<file path="src/rtl/parking_gate_ctrl.sv">
// parking_gate_ctrl: two-beam lane direction detector that drives a parking lot barrier.
// Optional feature: define GATE_TIMEOUT_EN to abort any sequence stalled for TIMEOUT_CYCLES.
module parking_gate_ctrl #(
    parameter int DEB_CYCLES     = 4,
    parameter int TIMEOUT_CYCLES = 1000
) (
    input  logic clk,
    input  logic reset,
    input  logic beamA,
    input  logic beamB,
    input  logic Full,
    output logic carIn,
    output logic carOut,
    output logic gateOpen,
    output logic denied,
    output logic fault
);

    typedef enum logic [2:0] {
        IDLE   = 3'd0,
        IN_A   = 3'd1,
        IN_AB  = 3'd2,
        IN_B   = 3'd3,
        OUT_B  = 3'd4,
        OUT_BA = 3'd5,
        OUT_A  = 3'd6,
        DENY   = 3'd7
    } state_t;

    localparam logic [7:0] DEB_LAST = 8'(DEB_CYCLES - 1);

    if (DEB_CYCLES < 1 || DEB_CYCLES > 255) begin : g_bad_deb
        $error("parking_gate_ctrl: DEB_CYCLES out of range 1..255");
    end
    if (TIMEOUT_CYCLES < 1 || TIMEOUT_CYCLES > 65535) begin : g_bad_timeout
        $error("parking_gate_ctrl: TIMEOUT_CYCLES out of range 1..65535");
    end

    logic [1:0] sync_q1;
    logic [1:0] sync_q2;
    logic [1:0] deb;
    logic [7:0] deb_cnt [2];

    state_t state;
    state_t state_next;
    logic   entry_done;
    logic   exit_done;
    logic   deny_hit;
    logic   timeout_hit;
    logic   fault_hit;

    logic   gate_next;
    logic   car_in_next;
    logic   car_out_next;
    logic   denied_next;
    logic   fault_next;

    logic   a;
    logic   b;

    // Index 0 carries the outer beam, index 1 the inner beam.
    always_ff @(posedge clk or negedge reset) begin
        if (!reset) begin
            sync_q1 <= '0;
            sync_q2 <= '0;
        end else begin
            sync_q1 <= {beamB, beamA};
            sync_q2 <= sync_q1;
        end
    end

    always_ff @(posedge clk or negedge reset) begin
        if (!reset) begin
            deb        <= '0;
            deb_cnt[0] <= '0;
            deb_cnt[1] <= '0;
        end else begin
            for (int i = 0; i < 2; i++) begin
                if (sync_q2[i] == deb[i]) begin
                    deb_cnt[i] <= '0;
                end else if (deb_cnt[i] == DEB_LAST) begin
                    deb[i]     <= sync_q2[i];
                    deb_cnt[i] <= '0;
                end else begin
                    deb_cnt[i] <= deb_cnt[i] + 8'd1;
                end
            end
        end
    end

    assign a = deb[0];
    assign b = deb[1];

`ifdef GATE_TIMEOUT_EN
    localparam logic [15:0] TMR_LAST = 16'(TIMEOUT_CYCLES - 1);

    logic [15:0] tmr;

    always_ff @(posedge clk or negedge reset) begin
        if (!reset) begin
            tmr <= '0;
        end else if (state == IDLE || state_next != state) begin
            tmr <= '0;
        end else begin
            tmr <= tmr + 16'd1;
        end
    end

    assign timeout_hit = (state != IDLE) && (tmr == TMR_LAST);
`else
    assign timeout_hit = 1'b0;
`endif

    always_ff @(posedge clk or negedge reset) begin
        if (!reset) begin
            state <= IDLE;
        end else begin
            state <= state_next;
        end
    end

    // Entry walks A -> AB -> B -> clear; exit is the mirror image. Anything else aborts silently.
    always_comb begin
        state_next = state;
        entry_done = 1'b0;
        exit_done  = 1'b0;
        deny_hit   = 1'b0;
        fault_hit  = 1'b0;
        case (state)
            IDLE: begin
                if (a && !b) begin
                    if (Full) begin
                        state_next = DENY;
                        deny_hit   = 1'b1;
                    end else begin
                        state_next = IN_A;
                    end
                end else if (!a && b) begin
                    state_next = OUT_B;
                end
            end
            IN_A: begin
                if (a && b)       state_next = IN_AB;
                else if (!a || b) state_next = IDLE;
            end
            IN_AB: begin
                if (!a && b)       state_next = IN_B;
                else if (a && !b)  state_next = IN_A;
                else if (!a && !b) state_next = IDLE;
            end
            IN_B: begin
                if (!a && !b) begin
                    state_next = IDLE;
                    entry_done = 1'b1;
                end else if (a && b) begin
                    state_next = IN_AB;
                end else if (a && !b) begin
                    state_next = IDLE;
                end
            end
            OUT_B: begin
                if (a && b)       state_next = OUT_BA;
                else if (a || !b) state_next = IDLE;
            end
            OUT_BA: begin
                if (a && !b)       state_next = OUT_A;
                else if (!a && b)  state_next = OUT_B;
                else if (!a && !b) state_next = IDLE;
            end
            OUT_A: begin
                if (!a && !b) begin
                    state_next = IDLE;
                    exit_done  = 1'b1;
                end else if (a && b) begin
                    state_next = OUT_BA;
                end else if (!a && b) begin
                    state_next = IDLE;
                end
            end
            DENY: begin
                if (!a && !b) state_next = IDLE;
            end
            default: state_next = IDLE;
        endcase

        if (timeout_hit) begin
            state_next = IDLE;
            entry_done = 1'b0;
            exit_done  = 1'b0;
            deny_hit   = 1'b0;
            fault_hit  = 1'b1;
        end
    end

    always_comb begin
        gate_next    = 1'b0;
        car_in_next  = entry_done;
        car_out_next = exit_done;
        denied_next  = deny_hit;
        fault_next   = fault_hit;
        if (state_next inside {IN_A, IN_AB, IN_B, OUT_B, OUT_BA, OUT_A}) begin
            gate_next = 1'b1;
        end
    end

    always_ff @(posedge clk or negedge reset) begin
        if (!reset) begin
            gateOpen <= 1'b0;
            carIn    <= 1'b0;
            carOut   <= 1'b0;
            denied   <= 1'b0;
        end else begin
            gateOpen <= gate_next;
            carIn    <= car_in_next;
            carOut   <= car_out_next;
            denied   <= denied_next;
        end
    end

`ifdef GATE_TIMEOUT_EN
    always_ff @(posedge clk or negedge reset) begin
        if (!reset) begin
            fault <= 1'b0;
        end else begin
            fault <= fault_next;
        end
    end
`else
    assign fault = 1'b0;
`endif

endmodule

</file>
<file path="config.mk">
export PLATFORM = sky130hd
export DESIGN_NAME = parking_gate_ctrl
export DESIGN_NICKNAME = d
export VERILOG_FILES = /design/src/rtl/parking_gate_ctrl.sv
export SDC_FILE = /design/constraint.sdc
export NUM_CORES = 1
export LEC_CHECK = 0
export ABC_AREA = 1
export CORE_MARGIN = 5
export CORE_UTILIZATION = 30
export DETAILED_ROUTE_END_ITERATION = 8
export HOLD_SLACK_MARGIN = 0.1
export SLEW_MARGIN = 20
export SYNTH_ARGS = -nofsm -noshare
export SYNTH_HDL_FRONTEND = slang
export SYNTH_SLANG_ARGS = --single-unit
export TNS_END_PERCENT = 30
</file>
<file path="constraint.sdc">
create_clock -name clk -period 3.7 [get_ports clk]
set_clock_uncertainty 0.15 [all_clocks]
set_input_delay 0.74 -clock clk [delete_from_list [all_inputs] [get_ports clk]]
set_output_delay 0.74 -clock clk [all_outputs]
set_load 0.01 [all_outputs]
</file>
After elaboration in Yosys (flattened, before gate mapping)
Cells that the tools add are included.
Widths: inputs -> output; s select.

storage, ports and cells
  output and inout bits = 5
  input bits = 5
  logic and storage cells = 74
  flip-flop bits (word level) = 29

cells by class
  bitwise gates (word level) = 2
  reductions and logical operators = 12
  add/sub/neg operators = 2
  equal/unequal tests = 17
  multiplexer cells = 30

operators with widths
  operator             number
  $mux 3               18
  $mux 8               4
  $pmux 3 s8           1
  $eq 3x3->1 const B   7
  $add 8x1->8 const B  2
  $eq 8x2->1 const B   2
  $eq 3x2->1 const B   4
  $mux 1               7
  $eq 3x1->1 const B   2
  $reduce_bool 6->1    1
  $logic_and 1x1->1    4
  $reduce_and 2->1     2
  $logic_not 3->1      1
  $eq 1x1->1           2
  $logic_not 1->1      2
  $logic_or 1x1->1     2
  $not 1->1            2

Depth between registers and ports, before layout
  depth after elaboration = 9
  gate-level depth with buffers = 10
  gate-level depth less buffers = 9

Least setup slack after synthesis
No wires, ideal clock.

  path type = input-to-reg
  from = in Full
  to = reg gateOpen
  stages = 7
  required time = 3.433 ns
  arrival time = 1.136 ns
  setup slack = 2.297 ns
  buffers on the path = 0
  setup time = 0.117 ns
  cell sequence = nand2_1 -> nand3_1 -> nand3_2 -> clkinv_2 -> nand2_1 -> nand3_1 -> nand2_1

between the ends
  word-level cells in the longest chain between the ends = 6
  elaborated cells on any way between the ends = 11
  those cells by class = 6 x eq/ne; 4 x mux; 1 x reduce/logical

ends and longest elaborated chain
  what                                line  source
  start, declared                     11    input logic Full,
  $mux 3 *                            132   if (Full) begin
  $mux 3 *                            131   if (a && !b) begin
  $pmux 3 s8 *                        129   case (state)
  via state_next[2]                   45    state_t state_next;
  $eq 3x1->1 (tied with other cells)  201   if (state_next inside {IN_A, IN_AB, IN_B, OUT_B, OUT_BA, OUT_A}) begin
  $reduce_bool 6->1 *                 201
  $mux 1 *                            201
  via gate_next                       52    logic gate_next;
  end signal, assigned                213   gateOpen <= gate_next;
  end, declared                       14    output logic gateOpen,

The timed path passes the listed nets; every way through them passes the cells marked *.
A chain may end at the register's enable or synchronous reset.

Worst setup path after layout
  from = reg carIn
  to = out carIn

RTL lines
  what                    line  source
  start, declared         12    output logic carIn,
  start signal, assigned  214   carIn <= car_in_next;

No word-level cell between the ends.

==> impl_metrics.toml <==
[cells_and_area]
area_growth_pct = 15.1
nNetsFinal = 212
stdcell_area_um2 = 1750
final_cells = 276
drive_above_1_share_pct = 10.2
final_util_pct = 35.0
antenna_cells = 0

[setup_path]
setup.worst_path.class = "reg2out"
crit_path_end_kind = "primary output"
reg2reg_to = "gateOpen"
cp_data_arrival_time_ps = 1120
r2r_start = "deb[0]"
worst-path-max-fanout = 1
start_kind = "register"
crit_buf_inv = 1
cp_cell_sequence = "clkdlybuf4s50_1"
ff2ff_setup_slack_ps = 2120
crit_end = "carIn"
crit_path_top_delay_cell = "clkdlybuf4s50_1"
slowest_delay_ps = 530
worstSetupStartpoint = "carIn"
crit_family = "buffers and inverters"
worst-endpoint-required_ps = 2810
cp_num_cells = 1
worst_r2r_path_depth = 7

[grt]
grt_start_max_net_pins = 30
grt_usage_pct = 9.69
antenna_found_initial = 0
grt_pass1_wl_um = 4850
gr-total-overflow = 0
grt_pass1_vias = 1153

[sta]
fin_crit_ps = 2010
fin_ws_ps = 1690
drv_slew = 0
tns_ps = 0
setup_viol = 0
grt_setup_unrepaired = "no"
fmax_mhz = 497
finalHoldViolations = 0
period_share_pct = 54.4

[status]
run_status = "complete, no violations"

[detailed_routing]
first_pass_iters = 6
routed_via_density = 4.41
drc = 0
routed_wl_um = 2730
ant_nets = 0
vias = 1216
drt_iter0_drc = 122
avgRoutedWirePerCell_um = 9.91

[placed_design]
post-place-ws_ps = 1740
io_buffers = 8
place.gp.congestion = 0.844
dpl-instance-area_um2 = 1650
dp_cells = 268
dp_hpwl_um = 2000

[clocking]
cts_tree = "yes"
postCtsResizedCells = 0
post_cts_buffers = 0
cts_made_buffers = 5
cts_max_level = 2
cts_sinks = 29
ctsRootBufferMaster = "clkbuf_8"
cts_hold_repair.buffers = 0
clk_pin_slew_ps = 60
cts.path.max_buffers = 2
insertion_delay_ps = 270

[die]
fp.dieH_um = 81.2
core-area_um2 = 5010
io-pin-count = 10
start_util_pct = 30.4
die_w_um = 81.2
dieArea_um2 = 6600
fp-row-count = 26

[logic_synthesis]
synth_area_um2 = 1520
synth_seq_area_share_pct = 47.7
syn_nets = 200
synthesis.instances = 193
ys_types = 22
yosys_warnings = 0
synth-seq-cells = 29
postSynthAreaPerCell_um2 = 7.88

[pwr]
pwr_density_cell_nw_per_um2 = 700
max-vdd-ir-drop_mv = 0.221
leakagePower_nw = 0.835

[hold_path]
hold_path_class = "reg2reg"

[run]
cap_violations = 0
-- worst min-delay path by stage --
stage | endpoint | slack, ps | cells past startpoint | start
global route | sync_q2[1] | 220 | 0 | sync_q1[1]
global placement | sync_q2[1] | 190 | 0 | sync_q1[1]
finish | sync_q2[1] | 200 | 0 | sync_q1[1]
detailed placement | sync_q2[1] | 180 | 0 | sync_q1[1]
CTS | sync_q2[1] | 200 | 0 | sync_q1[1]
floorplan | sync_q2[0] | 180 | 0 | sync_q1[0]
-- flip-flops by register name, indices dropped and copies added (netlist names) --
| register | cells |
|---|---|
| gateOpen | 1 |
| state | 3 |
| carOut | 1 |
| sync_q2 | 2 |
| deb_cnt | 16 |
| deb | 2 |
| sync_q1 | 2 |
| carIn | 1 |
| denied | 1 |
-- cells by family after synthesis --
kind of cell | after synthesis | share of synthesized area (%)
compound gates | 13 | 4.28
xor+xnor | 6 | 3.45
fa+ha+maj | 2 | 1.64
buf+inv | 29 | 9.29
flops | 29 | 47.7
other cells | 1 | 0.246
simple gates | 113 | 33.4
-- report_power, final --
part | internal [mW] | total [mW] | switching, mW | leakage, nW
combinational | 0.172 | 0.460 | 0.288 | 0.403
clock | 0.168 | 0.282 | 0.114 | 0.0542
sequential | 0.382 | 0.484 | 0.103 | 0.378
-- cell usage after synthesis (all sizes together) --
cell type / instances / area share, %
nand2: 45 / 11
nor2: 39 / 10
dfrtp: 29 / 48
inv: 24 / 5.9
nand3: 14 / 5.9
nand4: 10 / 4.1
o21ai: 8 / 2.6
a21oi: 5 / 1.6
xor2: 4 / 2.3
nor3: 3 / 0.99
buf: 2 / 1.2
clkbuf: 2 / 1.8
ha: 2 / 1.6
nor3b: 2 / 0.99
xnor2: 2 / 1.2
clkinv: 1 / 0.33
conb: 1 / 0.25
-- through the flow --
step,hold slack [ps],power (mW)
2_1_floorplan,181,0.865
3_3_place_gp,187,0.952
3_5_place_dp,185,0.951
4_1_cts,199,1.24
5_1_grt,221,1.34
6_report,199,1.23
-- cell usage in the layout, fill, tap and decap left out --
cell type | Yosys | final
clkdlybuf4s50_1 | 0 | 8
xor2_1 | 4 | 4
nor3_1 | 3 | 3
nand2_2 | 2 | 2
xnor2_1 | 2 | 2
dfrtp_1 | 29 | 29
buf_4 | 1 | 1
nor3b_1 | 2 | 2
ha_1 | 2 | 2
inv_2 | 3 | 3
nor2_2 | 2 | 2
clkbuf_8 | 2 | 7
nand2_1 | 43 | 43
inv_1 | 21 | 21
a21oi_1 | 5 | 5
nand3_2 | 4 | 4
nand4_1 | 10 | 10
nand3_1 | 10 | 10
clkinv_2 | 1 | 2
o21ai_0 | 8 | 8
conb_1 | 1 | 1
nor2_1 | 37 | 37
-- final cells by class --
cell class                      instances  area, um2
Fill cell                             546       3260
Tap cell                               70       87.6
Sequential cell                        29        726
Inverter                               25       95.1
Clock buffer                            7       96.3
Multi-Input combinational cell        135        654
Clock inverter                          1       5.00
Timing Repair Buffer                    9       87.6
-- metal layers --
| metal | vias to the layer above | wire length, um | share of wire, % | track usage [%] |
|---|---|---|---|---|
| met4 | 0 | 42 | 1.5 | 5.74 |
| met5 | - | 0 | 0 | 0 |
| met3 | 4 | 99 | 3.6 | 3.10 |
| met1 | 554 | 1260 | 46 | 11.1 |
| li1 | 635 | - | - | - |
| met2 | 23 | 1330 | 49 | 15.8 |
Power figures use the tool's default switching activity.
